File: src/rtl/parking_pkg.sv
// Shared constants, FSM encoding and helpers for the parking fee controller.
package parking_pkg;

    localparam int CAR_W         = 3;
    localparam int TIME_W        = 10;
    localparam int COST_W        = 10;
    localparam int MAX_SLOTS     = 2 ** CAR_W;
    localparam int DEF_NUM_SLOTS = 8;
    localparam int DEF_BASE_FEE  = 2;
    localparam int DEF_RATE      = 1;

    typedef enum logic [2:0] {
        ST_IDLE      = 3'd0,
        ST_ENTRY_WR  = 3'd1,
        ST_EXIT_RD   = 3'd2,
        ST_EXIT_CALC = 3'd3,
        ST_EXIT_WR   = 3'd4
    } state_e;

    // One bit per addressable slot index, set where the index is a real slot.
    function automatic logic [MAX_SLOTS-1:0] slot_mask(input int num_slots);
        logic [MAX_SLOTS-1:0] m;
        m = '0;
        for (int i = 0; i < MAX_SLOTS; i++) begin
            if (i < num_slots) begin
                m[i] = 1'b1;
            end else begin
                m[i] = 1'b0;
            end
        end
        return m;
    endfunction

endpackage

File: src/rtl/parking_fee_calc.sv
// Combinational fee calculator: parked duration (modulo time width) and saturated fee.
module parking_fee_calc
    import parking_pkg::*;
#(
    parameter int BASE_FEE = DEF_BASE_FEE,
    parameter int RATE     = DEF_RATE
) (
    input  logic [TIME_W-1:0] entry_time_i,
    input  logic [TIME_W-1:0] now_time_i,
    output logic [TIME_W-1:0] dur_o,
    output logic [COST_W-1:0] cost_o
);

    localparam logic [31:0] BASE_C   = BASE_FEE;
    localparam logic [31:0] RATE_C   = RATE;
    localparam logic [31:0] COST_MAX = (32'd1 << COST_W) - 32'd1;

    logic [31:0] full_cost_s;

    // Unsigned subtraction wraps, so a timestamp that rolled over still yields the true duration.
    always_comb begin
        dur_o       = now_time_i - entry_time_i;
        full_cost_s = BASE_C + RATE_C * {{(32-TIME_W){1'b0}}, dur_o};
        if (full_cost_s > COST_MAX) begin
            cost_o = {COST_W{1'b1}};
        end else begin
            cost_o = full_cost_s[COST_W-1:0];
        end
    end

endmodule

File: src/rtl/parking_fee_ctrl.sv
// Parking transaction controller: time base, occupancy tracking and entry/exit memory sequencing.
module parking_fee_ctrl
    import parking_pkg::*;
#(
    parameter int NUM_SLOTS = DEF_NUM_SLOTS,
    parameter int BASE_FEE  = DEF_BASE_FEE,
    parameter int RATE      = DEF_RATE
) (
    input  logic                 clk,
    input  logic                 reset_n,
    input  logic                 time_tick,
    input  logic                 req_valid,
    input  logic                 req_exit,
    input  logic [CAR_W-1:0]     req_car,
    output logic                 req_ready,
    output logic [CAR_W-1:0]     mem_car_sel,
    output logic                 mem_write_entry,
    output logic                 mem_write_cost,
    output logic [TIME_W-1:0]    mem_entry_time_in,
    output logic [COST_W-1:0]    mem_cost_in,
    input  logic [TIME_W-1:0]    mem_entry_time_out,
    output logic                 done,
    output logic [COST_W-1:0]    done_cost,
    output logic                 err,
    output logic [NUM_SLOTS-1:0] occupied,
    output logic                 lot_full,
    output logic                 lot_empty,
    output logic [TIME_W-1:0]    now_time
);

    localparam logic [MAX_SLOTS-1:0] SLOT_MASK = slot_mask(NUM_SLOTS);

    state_e                state_q, state_d;
    logic [CAR_W-1:0]      sel_q, sel_d;
    logic [TIME_W-1:0]     ts_q, ts_d;
    logic [TIME_W-1:0]     entry_q, entry_d;
    logic [TIME_W-1:0]     now_q, now_d;
    logic [MAX_SLOTS-1:0]  occ_q, occ_d;
    logic                  wr_entry_q, wr_entry_d;
    logic                  wr_cost_q, wr_cost_d;
    logic [TIME_W-1:0]     time_in_q, time_in_d;
    logic [COST_W-1:0]     cost_in_q, cost_in_d;
    logic                  done_q, done_d;
    logic [COST_W-1:0]     done_cost_q, done_cost_d;
    logic                  err_q, err_d;
    logic                  ready_q, ready_d;
    logic                  full_q, full_d;
    logic                  empty_q, empty_d;

    logic                  accept_s;
    logic                  req_ok_s;
    logic [COST_W-1:0]     cost_s;
    logic [TIME_W-1:0]     dur_unused_s;

    parking_fee_calc #(
        .BASE_FEE (BASE_FEE),
        .RATE     (RATE)
    ) u_calc (
        .entry_time_i (entry_q),
        .now_time_i   (ts_q),
        .dur_o        (dur_unused_s),
        .cost_o       (cost_s)
    );

    assign accept_s = req_valid & (state_q == ST_IDLE);
    assign req_ok_s = SLOT_MASK[req_car] & (req_exit ? occ_q[req_car] : ~occ_q[req_car]);

    // Next-state, datapath and registered-output computation.
    always_comb begin
        state_d     = state_q;
        sel_d       = sel_q;
        ts_d        = ts_q;
        entry_d     = entry_q;
        occ_d       = occ_q;
        time_in_d   = time_in_q;
        cost_in_d   = cost_in_q;
        done_cost_d = done_cost_q;
        wr_entry_d  = 1'b0;
        wr_cost_d   = 1'b0;
        done_d      = 1'b0;
        err_d       = 1'b0;

        if (time_tick) begin
            now_d = now_q + {{(TIME_W-1){1'b0}}, 1'b1};
        end else begin
            now_d = now_q;
        end

        case (state_q)
            ST_IDLE: begin
                if (accept_s) begin
                    sel_d = req_car;
                    ts_d  = now_q;
                    if (!req_ok_s) begin
                        err_d = 1'b1;
                    end else if (req_exit) begin
                        state_d = ST_EXIT_RD;
                    end else begin
                        state_d    = ST_ENTRY_WR;
                        time_in_d  = now_q;
                        wr_entry_d = 1'b1;
                        done_d     = 1'b1;
                    end
                end else begin
                    state_d = ST_IDLE;
                end
            end
            ST_ENTRY_WR: begin
                occ_d[sel_q] = 1'b1;
                state_d      = ST_IDLE;
            end
            ST_EXIT_RD: begin
                entry_d = mem_entry_time_out;
                state_d = ST_EXIT_CALC;
            end
            ST_EXIT_CALC: begin
                cost_in_d   = cost_s;
                done_cost_d = cost_s;
                wr_cost_d   = 1'b1;
                done_d      = 1'b1;
                state_d     = ST_EXIT_WR;
            end
            ST_EXIT_WR: begin
                occ_d[sel_q] = 1'b0;
                state_d      = ST_IDLE;
            end
            default: begin
                state_d = ST_IDLE;
            end
        endcase

        ready_d = (state_d == ST_IDLE);
        full_d  = &occ_d[NUM_SLOTS-1:0];
        empty_d = ~|occ_d[NUM_SLOTS-1:0];
    end

    // State and output registers; reset drops any write still in flight.
    always_ff @(posedge clk or negedge reset_n) begin
        if (!reset_n) begin
            state_q     <= ST_IDLE;
            sel_q       <= '0;
            ts_q        <= '0;
            entry_q     <= '0;
            now_q       <= '0;
            occ_q       <= '0;
            wr_entry_q  <= 1'b0;
            wr_cost_q   <= 1'b0;
            time_in_q   <= '0;
            cost_in_q   <= '0;
            done_q      <= 1'b0;
            done_cost_q <= '0;
            err_q       <= 1'b0;
            ready_q     <= 1'b1;
            full_q      <= 1'b0;
            empty_q     <= 1'b1;
        end else begin
            state_q     <= state_d;
            sel_q       <= sel_d;
            ts_q        <= ts_d;
            entry_q     <= entry_d;
            now_q       <= now_d;
            occ_q       <= occ_d;
            wr_entry_q  <= wr_entry_d;
            wr_cost_q   <= wr_cost_d;
            time_in_q   <= time_in_d;
            cost_in_q   <= cost_in_d;
            done_q      <= done_d;
            done_cost_q <= done_cost_d;
            err_q       <= err_d;
            ready_q     <= ready_d;
            full_q      <= full_d;
            empty_q     <= empty_d;
        end
    end

    assign req_ready         = ready_q;
    assign mem_car_sel       = sel_q;
    assign mem_write_entry   = wr_entry_q;
    assign mem_write_cost    = wr_cost_q;
    assign mem_entry_time_in = time_in_q;
    assign mem_cost_in       = cost_in_q;
    assign done              = done_q;
    assign done_cost         = done_cost_q;
    assign err               = err_q;
    assign occupied          = occ_q[NUM_SLOTS-1:0];
    assign lot_full          = full_q;
    assign lot_empty         = empty_q;
    assign now_time          = now_q;

endmodule

File: config.mk
export PLATFORM = sky130hd
export DESIGN_NAME = parking_fee_ctrl
export DESIGN_NICKNAME = d
export VERILOG_FILES = /design/src/rtl/parking_pkg.sv /design/src/rtl/parking_fee_calc.sv /design/src/rtl/parking_fee_ctrl.sv
export SDC_FILE = /design/constraint.sdc
export NUM_CORES = 1
export LEC_CHECK = 0
export ABC_AREA = 1
export ABC_CLOCK_PERIOD_IN_PS = 3800
export CAP_MARGIN = 20
export CORE_MARGIN = 1.5
export CORE_UTILIZATION = 30
export DETAILED_ROUTE_END_ITERATION = 12
export PLACE_DENSITY = 0.62
export SETUP_SLACK_MARGIN = 0.2
export SYNTH_ARGS = -nofsm -noshare
export SYNTH_HDL_FRONTEND = slang
export SYNTH_SLANG_ARGS = --single-unit
File: constraint.sdc
create_clock -name clk -period 3.8 [get_ports clk]
set_input_delay 0.76 -clock clk [delete_from_list [all_inputs] [get_ports clk]]
set_output_delay 0.76 -clock clk [all_outputs]
set_load 0.01 [all_outputs]
==> run summary <==
The run gives 3141 as the count of vias placed by the detailed router. The flop and latch count out of synthesis was 71; the combined global-route utilization of all metal layers was 14.5%. The count of buffers added on input and output ports is 75.

The critical path buffer and inverter count came out at 3. The worst setup path is launched from an input port. The first global-routing pass estimated 15200 µm of wire. The initial utilization of the core area, before any placement, comes to 31.3%.

The number of hold buffers added after CTS was 0. The detailed-placement wirelength estimate was 6790 µm. In this run, the number of DRC markers left after iteration 0 of detailed routing was 146. Via count of the first global-routing pass: 3219.

The clock net in this run drives a total of 71 sinks. The maximum clock skew at final layout is 0.00587 ns. Measured slew at the worst slew-check pin: 0.753 ns. Grouping stages by cell kind, the critical path spends the most delay in buffers and inverters. After synthesis, flip-flops and latches occupy 46.8% of the total area. The first TritonRoute pass finished after 4 iterations. When the netlist entered floorplanning its net count stood at 491. Routability-driven placement finished with a final weighted congestion of 0.842.

After filler insertion, the fill cell instance count of the layout stands at 1245. Layout cell share with drive strength beyond 1: 10.8%. The top-area cell type share of the netlist area was 45.4%. The highest cell delay on the worst timing path works out to 0.50 ns. The number of cells produced by synthesis came out at 460. After clock tree synthesis, the clock-pin slew on the worst setup and hold paths is 0.06 ns. The number of antenna violations at the first check in global routing was 0. The highest fanout seen on the critical path is 21, and the period utilization is 71.6%. The final global-route overflow total came out at 0. The total CTS buffers was 9; the leakage dissipation was 0.00241 µW. The final hold violation count is 0, and the pin count of the biggest net entering global routing is 34.

Setup violations remaining at the end of the flow were counted as 0. Top cell type by total area after synthesis: sky130_fd_sc_hd__dfrtp_1. The min-delay analysis places its worst path in the category flop to flop. The flow ran to the end, and the final reports show no timing, DRC or antenna violations. Launch point of the worst path: req_car[0]. In the synthesized netlist the async set-or-reset flop fraction comes to 100%.

For the worst ir drop on vdd, the log shows 0.383 mV. In this run the most critical hold path is launched from now_time[5]. The worst setup path is captured at a flop. In the routed design, unresolved DRC markers number 0.

The count of synthesis-stage warnings from yosys is 0. Highest-delay cell along the critical path: sky130_fd_sc_hd__clkdlybuf4s50_1. Most used flip-flop cell after synthesis: sky130_fd_sc_hd__dfrtp_1. Based on the critical path, the design can be clocked at up to 0.368 GHz. In the routed layout, each cell is associated on average with a via count of 4.46. Averaged over all synthesized cells, the footprint is 8.26 µm².

From synthesis to final layout, the design area changed by 32.9%. The startpoint of the most critical register-to-register path is ts_q[0]. By area the synthesized netlist is led by sky130_fd_sc_hd__dfrtp_1 (45%), sky130_fd_sc_hd__nand2_1 (10%), sky130_fd_sc_hd__inv_1 (7.3%). Dividing the detail-routed wire length by the instance count gives 12.6 µm. The total wire length after detailed routing was 8910 µm; the number of buffers on the longest clock path was 2. The tools report the number of levels the H-tree was split into as 3. The buffers inserted during post-CTS setup optimization was 0.

The run gives 40 as the number of placement rows. For the fraction of the core area covered by cells at the end of the flow, the log shows 41.6%. Number of max-cap violations: 0. The signal on the critical path passes through clkdlybuf4s50_1, inv_1, nor2_1, o311ai_0, o21ai_0, ha_1, nor3_1, inv_1, nand2_1, nor3_1.

For this run, the post-layout net count is 563. The count of distinct cell types in the synthesized netlist came out at 38. From bottom edge to top edge, the die measures 116 µm. The number of enable flip-flop cells after synthesis is 0, and the final total negative setup slack is 0 ns.

The max-slew violation count was 0; the number of top-level pins was 76. The cell area that synthesis handed to floorplanning was 3800 µm². The die boundary width is 116 µm.

Kind of critical path: input port to flop. The final critical delay including setup and external delays works out to 2.72 ns. For the endpoint required time on the critical path, the log shows 4.05 ns.

TritonCTS built the clock tree. For the count of antenna-violating nets left after detailed routing, the log shows 0. In this run, post-CTS repair resized a total of 0 instances. The die covers 13400 µm². Data arrives at the worst endpoint at 2.97 ns. The tools report the normalized max-slew margin as 49.8%. The number of antenna diodes in the final layout is 0.

The region available for standard cell placement spans 12200 µm². The clock latency on the worst-skew pair is 0.33 ns. In this run the power density over the cells is 1070 nW/µm². In this run the clock root is driven by a sky130_fd_sc_hd__clkbuf_16.

Setup repair after global routing left no endpoint under its margin.
-- power breakdown --
part / internal, µW / leakage [µW] / switching (µW) / total [µW]
Combinational: 1230 / 0.00138 / 1750 / 2970
Sequential: 1100 / 0.000849 / 264 / 1360
Clock: 743 / 0.000182 / 312 / 1050
-- layout by cell type (no fill, tap or decap), drive strengths merged --
master,count
a21oi,16
xnor2,1
clkinvlp,1
ha,12
o21ai,35
a31oi,1
buf,5
o32ai,1
dfrtp,69
nand3b,1
clkbuf,11
nand3,22
fa,1
inv,77
a22oi,7
nor4,1
xor2,12
nand4,8
nor3,16
o31ai,1
bufinv,4
nor2,42
nand2,114
o211ai,1
o311ai,1
clkdlybuf4s50,74
dfstp,2
clkinv,1
-- state kept, by name (all words and copies together), names as in the netlist --
| signal | flops |
|---|---|
| err | 1 |
| now_time | 10 |
| done_cost | 10 |
| req_ready | 1 |
| mem_write_entry | 1 |
| ts_q | 10 |
| mem_car_sel | 3 |
| state_q | 3 |
| occupied | 8 |
| entry_q | 10 |
| lot_empty | 1 |
| lot_full | 1 |
| mem_write_cost | 1 |
| done | 1 |
| mem_entry_time_in | 10 |
-- synthesized netlist by cell type, drive strengths merged (2+ instances only) --
| cell | count |
|---|---|
| a21oi | 16 |
| a22oi | 7 |
| buf | 12 |
| clkbuf | 6 |
| dfrtp | 69 |
| dfstp | 2 |
| ha | 12 |
| inv | 77 |
| nand2 | 114 |
| nand3 | 22 |
| nand4 | 8 |
| nor2 | 42 |
| nor3 | 16 |
| o21ai | 35 |
| xor2 | 12 |
-- metrics by stage --
stage	total power, µW	instance area (µm²)	hold slack (ns)	cells	setup WS (ns)
2_1_floorplan	3390	3800	0.453	460	1.58
3_3_place_gp	4280	4670	0.477	689	0.836
3_5_place_dp	4350	4670	0.480	689	0.746
4_1_cts	5440	5050	0.496	705	1.09
5_1_grt	5870	5050	0.514	705	0.827
6_report	5390	5050	0.491	705	1.08
-- per-layer routing --
layer	vias to the layer above	wire, µm	track usage (%)
met3	10	406	3.77
met2	65	4240	23.7
met5	-	0	0
met4	0	125	5.02
li1	1591	-	-
met1	1475	4140	18.8
-- final timing paths --
kind | endpoint | slack, ns | cells past startpoint
worst max-delay path | req_ready | 1.08 | 10
worst min-delay path | now_time[5] | 0.49 | 1
worst max register to register | done_cost[9] | 1.41 | 12
worst min register to register | now_time[5] | 0.49 | 1
max in group asynchronous | req_ready | 2.46 | 2
min in group asynchronous | entry_q[1] | 0.50 | 1
-- cell families after synthesis --
kind of cell             count (synthesis)  synth area share (%)
AND/OR/NAND/NOR                        204                  25.5
buffers and inverters                   96                  10.7
flip-flops                              71                  46.8
AO/OA/AOI/OAI                           63                  9.32
XOR/XNOR                                13                  3.19
adder cells (fa/ha/maj)                 13                  4.48
-- layout make-up --
cell class | instances | area, µm² | share of cell area (%)
Sequential cell | 71 | 1780 | 35.2
Multi-Input combinational cell | 293 | 1620 | 32.0
Timing Repair Buffer | 79 | 776 | 15.4
Inverter | 78 | 293 | 5.79
Clock buffer | 11 | 253 | 5.00
Tap cell | 168 | 210 | 4.16
Clock inverter | 5 | 128 | 2.53
Power figures use the tool's default switching activity.
